--- config.mk ---
export PLATFORM = sky130hd
export DESIGN_NAME = psg_decim
export DESIGN_NICKNAME = d
export VERILOG_FILES = /design/src/rtl/psg_audio_pkg.sv /design/src/rtl/psg_dcblock.sv /design/src/rtl/psg_decim.sv
export SDC_FILE = /design/constraint.sdc
export NUM_CORES = 1
export LEC_CHECK = 0
export ABC_CLOCK_PERIOD_IN_PS = 3100
export CORE_MARGIN = 3
export CORE_UTILIZATION = 47
export CTS_CLUSTER_SIZE = 20
export DETAILED_ROUTE_END_ITERATION = 10
export DONT_BUFFER_PORTS = 1
export GPL_TIMING_DRIVEN = 1
export PLACE_DENSITY = 0.66
export SLEW_MARGIN = 25
export SYNTH_ARGS = -nofsm -noshare
export SYNTH_HDL_FRONTEND = slang
export SYNTH_SLANG_ARGS = --single-unit
--- constraint.sdc ---
create_clock -name clk -period 3.1 [get_ports clk]
set_input_delay 0.62 -clock clk [delete_from_list [all_inputs] [get_ports clk]]
set_output_delay 0.62 -clock clk [all_outputs]
set_load 0.01 [all_outputs]
--- src/rtl/psg_audio_pkg.sv ---
// Shared constants and types for the PSG audio back-end.
package psg_audio_pkg;

   localparam int SUM_W     = 10;  // width of a+b+c (max 765)
   localparam int OUT_W     = 16;  // PCM sample width
   localparam int OUT_SCALE = 5;   // left shift from 11-bit signed to PCM

   typedef logic signed [OUT_W-1:0] psg_pcm_t;

   // Sign-extend an 11-bit signed level to PCM width and apply the output gain.
   function automatic psg_pcm_t scale_pcm(input logic signed [SUM_W:0] y);
      psg_pcm_t w;
      w = {{(OUT_W-SUM_W-1){y[SUM_W]}}, y};
      return w <<< OUT_SCALE;
   endfunction

endpackage

--- src/rtl/psg_dcblock.sv ---
// Leaky DC tracker: subtracts the running mean of the decimated level and
// scales the result to PCM. Produces a one-cycle load strobe per sample.
module psg_dcblock
   import psg_audio_pkg::*;
#(
   parameter int DC_SHIFT = 9
) (
   input  logic             clk,
   input  logic             rst,
   input  logic [SUM_W-1:0] avg_r,
   input  logic             avg_v,
   input  logic             mute,
   output psg_pcm_t         y_scaled,
   output logic             load
);

   localparam int DC_W = SUM_W + DC_SHIFT;

   logic [DC_W-1:0]         dc_acc;
   logic [SUM_W-1:0]        dc;
   logic signed [SUM_W:0]   y;

   // Current DC estimate, offset-removed level and scaled (or muted) sample.
   always_comb begin
      dc       = SUM_W'(dc_acc >> DC_SHIFT);
      y        = {1'b0, avg_r} - {1'b0, dc};
      y_scaled = mute ? '0 : scale_pcm(y);
      load     = avg_v;
   end

   // Tracker update; keeps running while muted so the estimate stays current.
   always_ff @(posedge clk or posedge rst) begin
      if (rst) begin
         dc_acc <= '0;
      end else if (avg_v) begin
         dc_acc <= dc_acc + DC_W'(avg_r) - DC_W'(dc);
      end
   end

endmodule

--- src/rtl/psg_decim.sv ---
// PSG audio back-end: sums the three channel levels, box-car decimates by
// 2^DECIM_LOG2, removes DC and presents signed PCM through a valid/ready
// register with a sticky overrun flag.
module psg_decim
   import psg_audio_pkg::*;
#(
   parameter int DECIM_LOG2 = 3,
   parameter int DC_SHIFT   = 9
) (
   input  logic       clk,
   input  logic       rst,
   input  logic       cen,
   input  logic [7:0] a,
   input  logic [7:0] b,
   input  logic [7:0] c,
   input  logic       mute,
   input  logic       clr_drop,
   output psg_pcm_t   out_sample,
   output logic       out_valid,
   input  logic       out_ready,
   output logic       dropped
);

   localparam int ACC_W = SUM_W + DECIM_LOG2;
   // A zero-width counter is not legal, so DECIM_LOG2=0 uses one bit pinned at 0.
   localparam int CNT_W = (DECIM_LOG2 > 0) ? DECIM_LOG2 : 1;
   localparam logic [CNT_W-1:0] CNT_MAX = CNT_W'((1 << DECIM_LOG2) - 1);

   logic [SUM_W-1:0] sum;
   logic [ACC_W-1:0] acc;
   logic [ACC_W-1:0] acc_next;
   logic [CNT_W-1:0] cnt;
   logic [SUM_W-1:0] avg_r;
   logic             avg_v;
   psg_pcm_t         y_scaled;
   logic             load;
   logic             drop_now;

   // Channel sum and the accumulator value including the current strobe.
   always_comb begin
      sum      = SUM_W'(a) + SUM_W'(b) + SUM_W'(c);
      acc_next = acc + ACC_W'(sum);
   end

   // Box-car decimator: the last strobe of a group emits the mean and restarts.
   always_ff @(posedge clk or posedge rst) begin
      if (rst) begin
         acc   <= '0;
         cnt   <= '0;
         avg_r <= '0;
         avg_v <= 1'b0;
      end else begin
         avg_v <= 1'b0;
         if (cen) begin
            if (cnt == CNT_MAX) begin
               avg_r <= SUM_W'(acc_next >> DECIM_LOG2);
               avg_v <= 1'b1;
               acc   <= '0;
               cnt   <= '0;
            end else begin
               acc <= acc_next;
               cnt <= cnt + CNT_W'(1);
            end
         end
      end
   end

   psg_dcblock #(
      .DC_SHIFT (DC_SHIFT)
   ) u_dcblock (
      .clk      (clk),
      .rst      (rst),
      .avg_r    (avg_r),
      .avg_v    (avg_v),
      .mute     (mute),
      .y_scaled (y_scaled),
      .load     (load)
   );

   // An overrun is a new load while the held sample is neither consumed nor ready.
   always_comb begin
      drop_now = load & out_valid & ~out_ready;
   end

   // Output register: new samples always win; a handshake alone only clears valid.
   always_ff @(posedge clk or posedge rst) begin
      if (rst) begin
         out_sample <= '0;
         out_valid  <= 1'b0;
         dropped    <= 1'b0;
      end else begin
         if (load) begin
            out_sample <= y_scaled;
            out_valid  <= 1'b1;
         end else if (out_valid && out_ready) begin
            out_valid <= 1'b0;
         end
         if (drop_now) begin
            dropped <= 1'b1;
         end else if (clr_drop) begin
            dropped <= 1'b0;
         end
      end
   end

endmodule

Word-level counts from Yosys, hierarchy flattened
Index checks and enable logic that the tools add are counted.
{ "totals": {"reg_bits": 64, "inputBits": 30, "out_inout_bits": 18, "elab_cells": 32} }
{ "classes": {"addsub": 7, "eq_ne": 1, "mux": 9, "bitwise": 3, "reduce_logical": 4} }
{ "ops": {"columns": ["operator", "n"], "rows": [
  ["$add 19x10->19", 1],
  ["$sub 19x10->19", 1],
  ["$mux 16", 1],
  ["$add 13x10->13", 1],
  ["$mux 13", 1],
  ["$sub 10x10->11", 1],
  ["$add 9x8->10", 1],
  ["$add 8x8->9", 1],
  ["$mux 1", 6],
  ["$reduce_bool 2->1", 2],
  ["$add 3x1->3 const B", 1],
  ["$eq 3x3->1 const B", 1],
  ["$mux 3", 1],
  ["$and 1x1->1", 2],
  ["$reduce_and 2->1", 1],
  ["$logic_and 1x1->1", 1],
  ["$not 1->1", 1]
]} }

Longest topological paths before layout
{ "depth": {"word_depth": 4, "ltp_mapped": 15} }

By module
A second synthesis with hierarchy kept.
{ "unflattened": {"hier_cells": 570, "area_unflattened_um2": 5193.7} }
{ "modules_own_cells": {"columns": ["module", "instances", "cells_each", "area_each_um2", "seq_area_each_um2"], "rows": [
  ["psg_decim", 1, 253, 2718.9, 1126.1],
  ["psg_dcblock", 1, 317, 2474.9, 475.5]
]} }

Worst setup path after synthesis
Ideal clock, no wire load.
{ "synth_timing": {"path_type": "in2reg", "startpoint": "input a[1]", "endpoint": "register acc[11]", "setup_time_ns": 0.083, "arrival_ns": 3.367, "required_time_ns": 3.017, "path_slack_ns": -0.349, "stages": 15, "path_buffers": 0, "path_cell_list": "inv_1 > fa_1 > fa_1 > inv_1 > ha_1 > inv_1 > fa_1 > nor2b_1 > o21ai_1 > a21oi_1 > o311ai_1 > a21boi_1 > o21ai_1 > or3_1 > o21ai_0"} }
{ "synth_via": {"elab_chain_cells": 4} }
{ "synth_rtl": {"columns": ["element", "line_no", "rtl"], "rows": [
  ["start, declared", "psg_decim.sv:13", "input logic [7:0] a,"],
  ["$add 8x8->9", "psg_decim.sv:41", "sum = SUM_W'(a) + SUM_W'(b) + SUM_W'(c);"],
  ["$add 9x8->10", "psg_decim.sv:41", null],
  ["$add 13x10->13", "psg_decim.sv:42", "acc_next = acc + ACC_W'(sum);"],
  ["$mux 13", "psg_decim.sv:55", "if (cnt == CNT_MAX) begin"],
  ["end signal, assigned", "psg_decim.sv:61", "acc <= acc_next;"],
  ["end, declared", "psg_decim.sv:30", "logic [ACC_W-1:0] acc;"]
]} }
Every way passes these cells.
A chain may end at the register's enable or synchronous reset.

Worst setup path after layout
{ "layout_timing": {"startpoint": "input c[1]", "endpoint": "register acc[11]"} }
{ "layout_via": {"elab_chain_cells": 3} }
{ "layout_rtl": {"columns": ["element", "line_no", "rtl"], "rows": [
  ["start, declared", "psg_decim.sv:15", "input logic [7:0] c,"],
  ["$add 9x8->10", "psg_decim.sv:41", null],
  ["$add 13x10->13", "psg_decim.sv:42", null],
  ["$mux 13", "psg_decim.sv:55", null]
]} }
Every way passes these cells.

==> results.cfg <==
[cts]
cts-root-buf = clkbuf_8
cts_buffer_depth = 2
htree_levels = 3
clk_pin_slew_ns = 0.07
ctsHoldBuffers = 0
cts_tree = done
numClockSinks = 59
cts_buffers = 9
clk_latency_ns = 0.35

[synthesis]
synth_cells = 515
synth_top_flop_cell = dfrtp_1
synth_cell_types = 54
syn_area_um2 = 4700
ys_ff_latch = 59
yosys_warnings = 0
synth_top_cell_by_area = dfrtp_1
async_flop_share = 1.00
ys_seq_area_frac = 0.314
yosys-top-cells-area = dfrtp_1 31%, fa_1 12%, ha_1 11%, inv_1 9.1%, o21ai_0 3.6%
syn_avg_cell_area_um2 = 9.12
synth_enable_flop_cells = 0
synth_top_area_frac = 0.314

[die]
die_w_um = 106
design.die.area_um2 = 11200
coreArea_um2 = 9460
start_util = 0.497
num_io_pins = 48
die_h_um = 106
rows = 35

[grt]
antenna_found_initial = 0
grt_max_degree = 43
grt_pass1_vias = 3685
track_usage = 0.192
grt_overflow = 0
grt_pass1_wl_um = 17200

[hold_path]
hp-class = in2async

[placement]
placed_area_um2 = 5070
routabilityCongestion = 0.916
hpwl_um = 7750
io_buffers = 0

[worst_setup_path]
cp.required_ns = 3.38
crit_path_max_fanout = 3
start_kind = input pin
crit_type = in2reg
cp.arrival_ns = 3.40
end_kind = flop

[cells_and_area]
layout_commonest_cell = inv_1
area_growth_pct = 15.6
final.fill_count = 847
final_cell_mix = 105 x inv_1, 59 x dfrtp_1, 41 x buf_4
antenna_cells = 0
nNetsFinal = 654
final_area_um2 = 5430
drive_above_1_share = 0.173
seq_area_um2 = 1480
multi_input_area_um2 = 2820

[sta]
setup_ws_ns = -0.0241
fin_skew_ns = 0.00592
tightest_slew_ns = 0.547
fin_crit_sh = 1.01
slew_headroom = 0.634
setup_viol = 2
finalWorstPathRequiredPeriod_ns = 3.12
fmax_mhz = 320
rsz0062_at_grt = yes
slew_violations = 0
whs_ns = 0.180
hold_violations = 0

[flow_run]
maxCapViolCount = 0

[status]
violations = setup timing
outcome = finished with violations

[routing]
route.detailed.drc = 0
num_vias = 3544
drt_first_pass_iters = 4
drt-wirelength-per-cell_um = 14.6
drtIter0Drc = 108
routed_wl_um = 10100
viasPerCell = 5.14
ant_nets = 0
[logic make-up after synthesis]
family          after synthesis  synth area share
simple gates                 89            0.0908
buf+inv                     132             0.110
flops                        59             0.314
other cells                   1          0.000798
compound gates              127             0.185
xor+xnor                     32            0.0597
fa+ha+maj                    69             0.227
mux                           6            0.0133
[metrics by stage]
step           worst slack (ns)  TNS (ns)  instances   util
5_1_grt                  -0.206    -0.748        689  0.574
6_report                -0.0241   -0.0465        689  0.574
3_5_place_dp             -0.471     -3.11        663  0.536
2_1_floorplan            -0.274    -0.958        519      -
3_3_place_gp             -0.383     -2.54        663  0.536
4_1_cts                 -0.0146   -0.0191        684  0.566
[synth_stat cells, types with 2 or more instances]
cell,count
clkbuf_1,11
nor2b_1,3
mux2_2,2
buf_4,5
fa_1,27
nand2b_1,10
nor4_1,3
inv_1,114
nor3_1,4
o2bb2ai_1,9
mux2i_1,4
o211ai_1,2
or3_1,3
o21ai_0,34
o21a_1,3
a21o_1,17
a21oi_1,21
nor2_1,13
nand3_1,7
xor2_1,13
o21ai_1,4
o21bai_1,2
a31o_2,2
dfrtp_1,59
a31oi_1,2
and3_1,2
o22ai_1,11
a211oi_1,2
o21ai_2,2
or4b_2,2
ha_1,42
a21boi_0,2
xnor2_1,19
nand2_1,39
[metal layers]
layer,vias to the layer above,GRT usage,wire [um]
met5,-,0,0
met4,0,0.0768,243
met3,22,0.0346,326
met2,62,0.340,5070
met1,1702,0.230,4420
li1,1758,-,-
[critical path, cell delays in order]
cell,delay (ns)
inv_8,0.01
fa_1,0.54
fa_1,0.40
inv_1,0.07
ha_2,0.17
inv_2,0.04
fa_2,0.34
nor2b_2,0.12
o21ai_2,0.07
a21oi_2,0.18
o311ai_2,0.11
a21boi_1,0.20
o21ai_2,0.07
or3_1,0.37
o21ai_1,0.08
[sequential cells by signal, indices dropped and copies added, names as in the netlist]
register	flops
u_dcblock.dc_acc	19
dropped	1
avg_r	10
out_sample	11
avg_v	1
acc	13
cnt	3
out_valid	1
[repair_timing]
action	4_1_cts	5_1_grt
gates resized for setup	9	12
endpoints found under the setup margin	4	10
pin swaps	15	11
buffers inserted	5	5
gates cloned	0	0
[path summary, 6_finish.rpt]
path / startpoint / endpoint / slack, ns / cells after the start
setup / recovery: c[1] / acc[11]$_DFFE_PP0P_ / -0.02 / 15
hold / removal: rst / u_dcblock.dc_acc[0]$_DFFE_PP0P_ / 0.18 / 1
setup reg to reg: avg_r[5]$_DFFE_PP0P_ / u_dcblock.dc_acc[15]$_DFFE_PP0P_ / -0.02 / 12
hold reg to reg: cnt[0]$_DFFE_PP0P_ / cnt[0]$_DFFE_PP0P_ / 0.48 / 1
max in group asynchronous: rst / cnt[0]$_DFFE_PP0P_ / 2.20 / 2
min in group clk: mute / out_sample[12]$_DFFE_PP0P_ / 0.36 / 1
[final cells by class]
cell class | instances | area share
clock buffer | 10 | 0.0253
clock inverter | 6 | 0.0118
inverter | 114 | 0.0816
multi-input combinational | 328 | 0.519
sequential | 59 | 0.272
tap | 129 | 0.0297
timing repair buffer | 43 | 0.0608
Power is left out: the tool's default activity adds up to more than one toggle a clock period on the data nets, which glitch-free logic cannot reach.
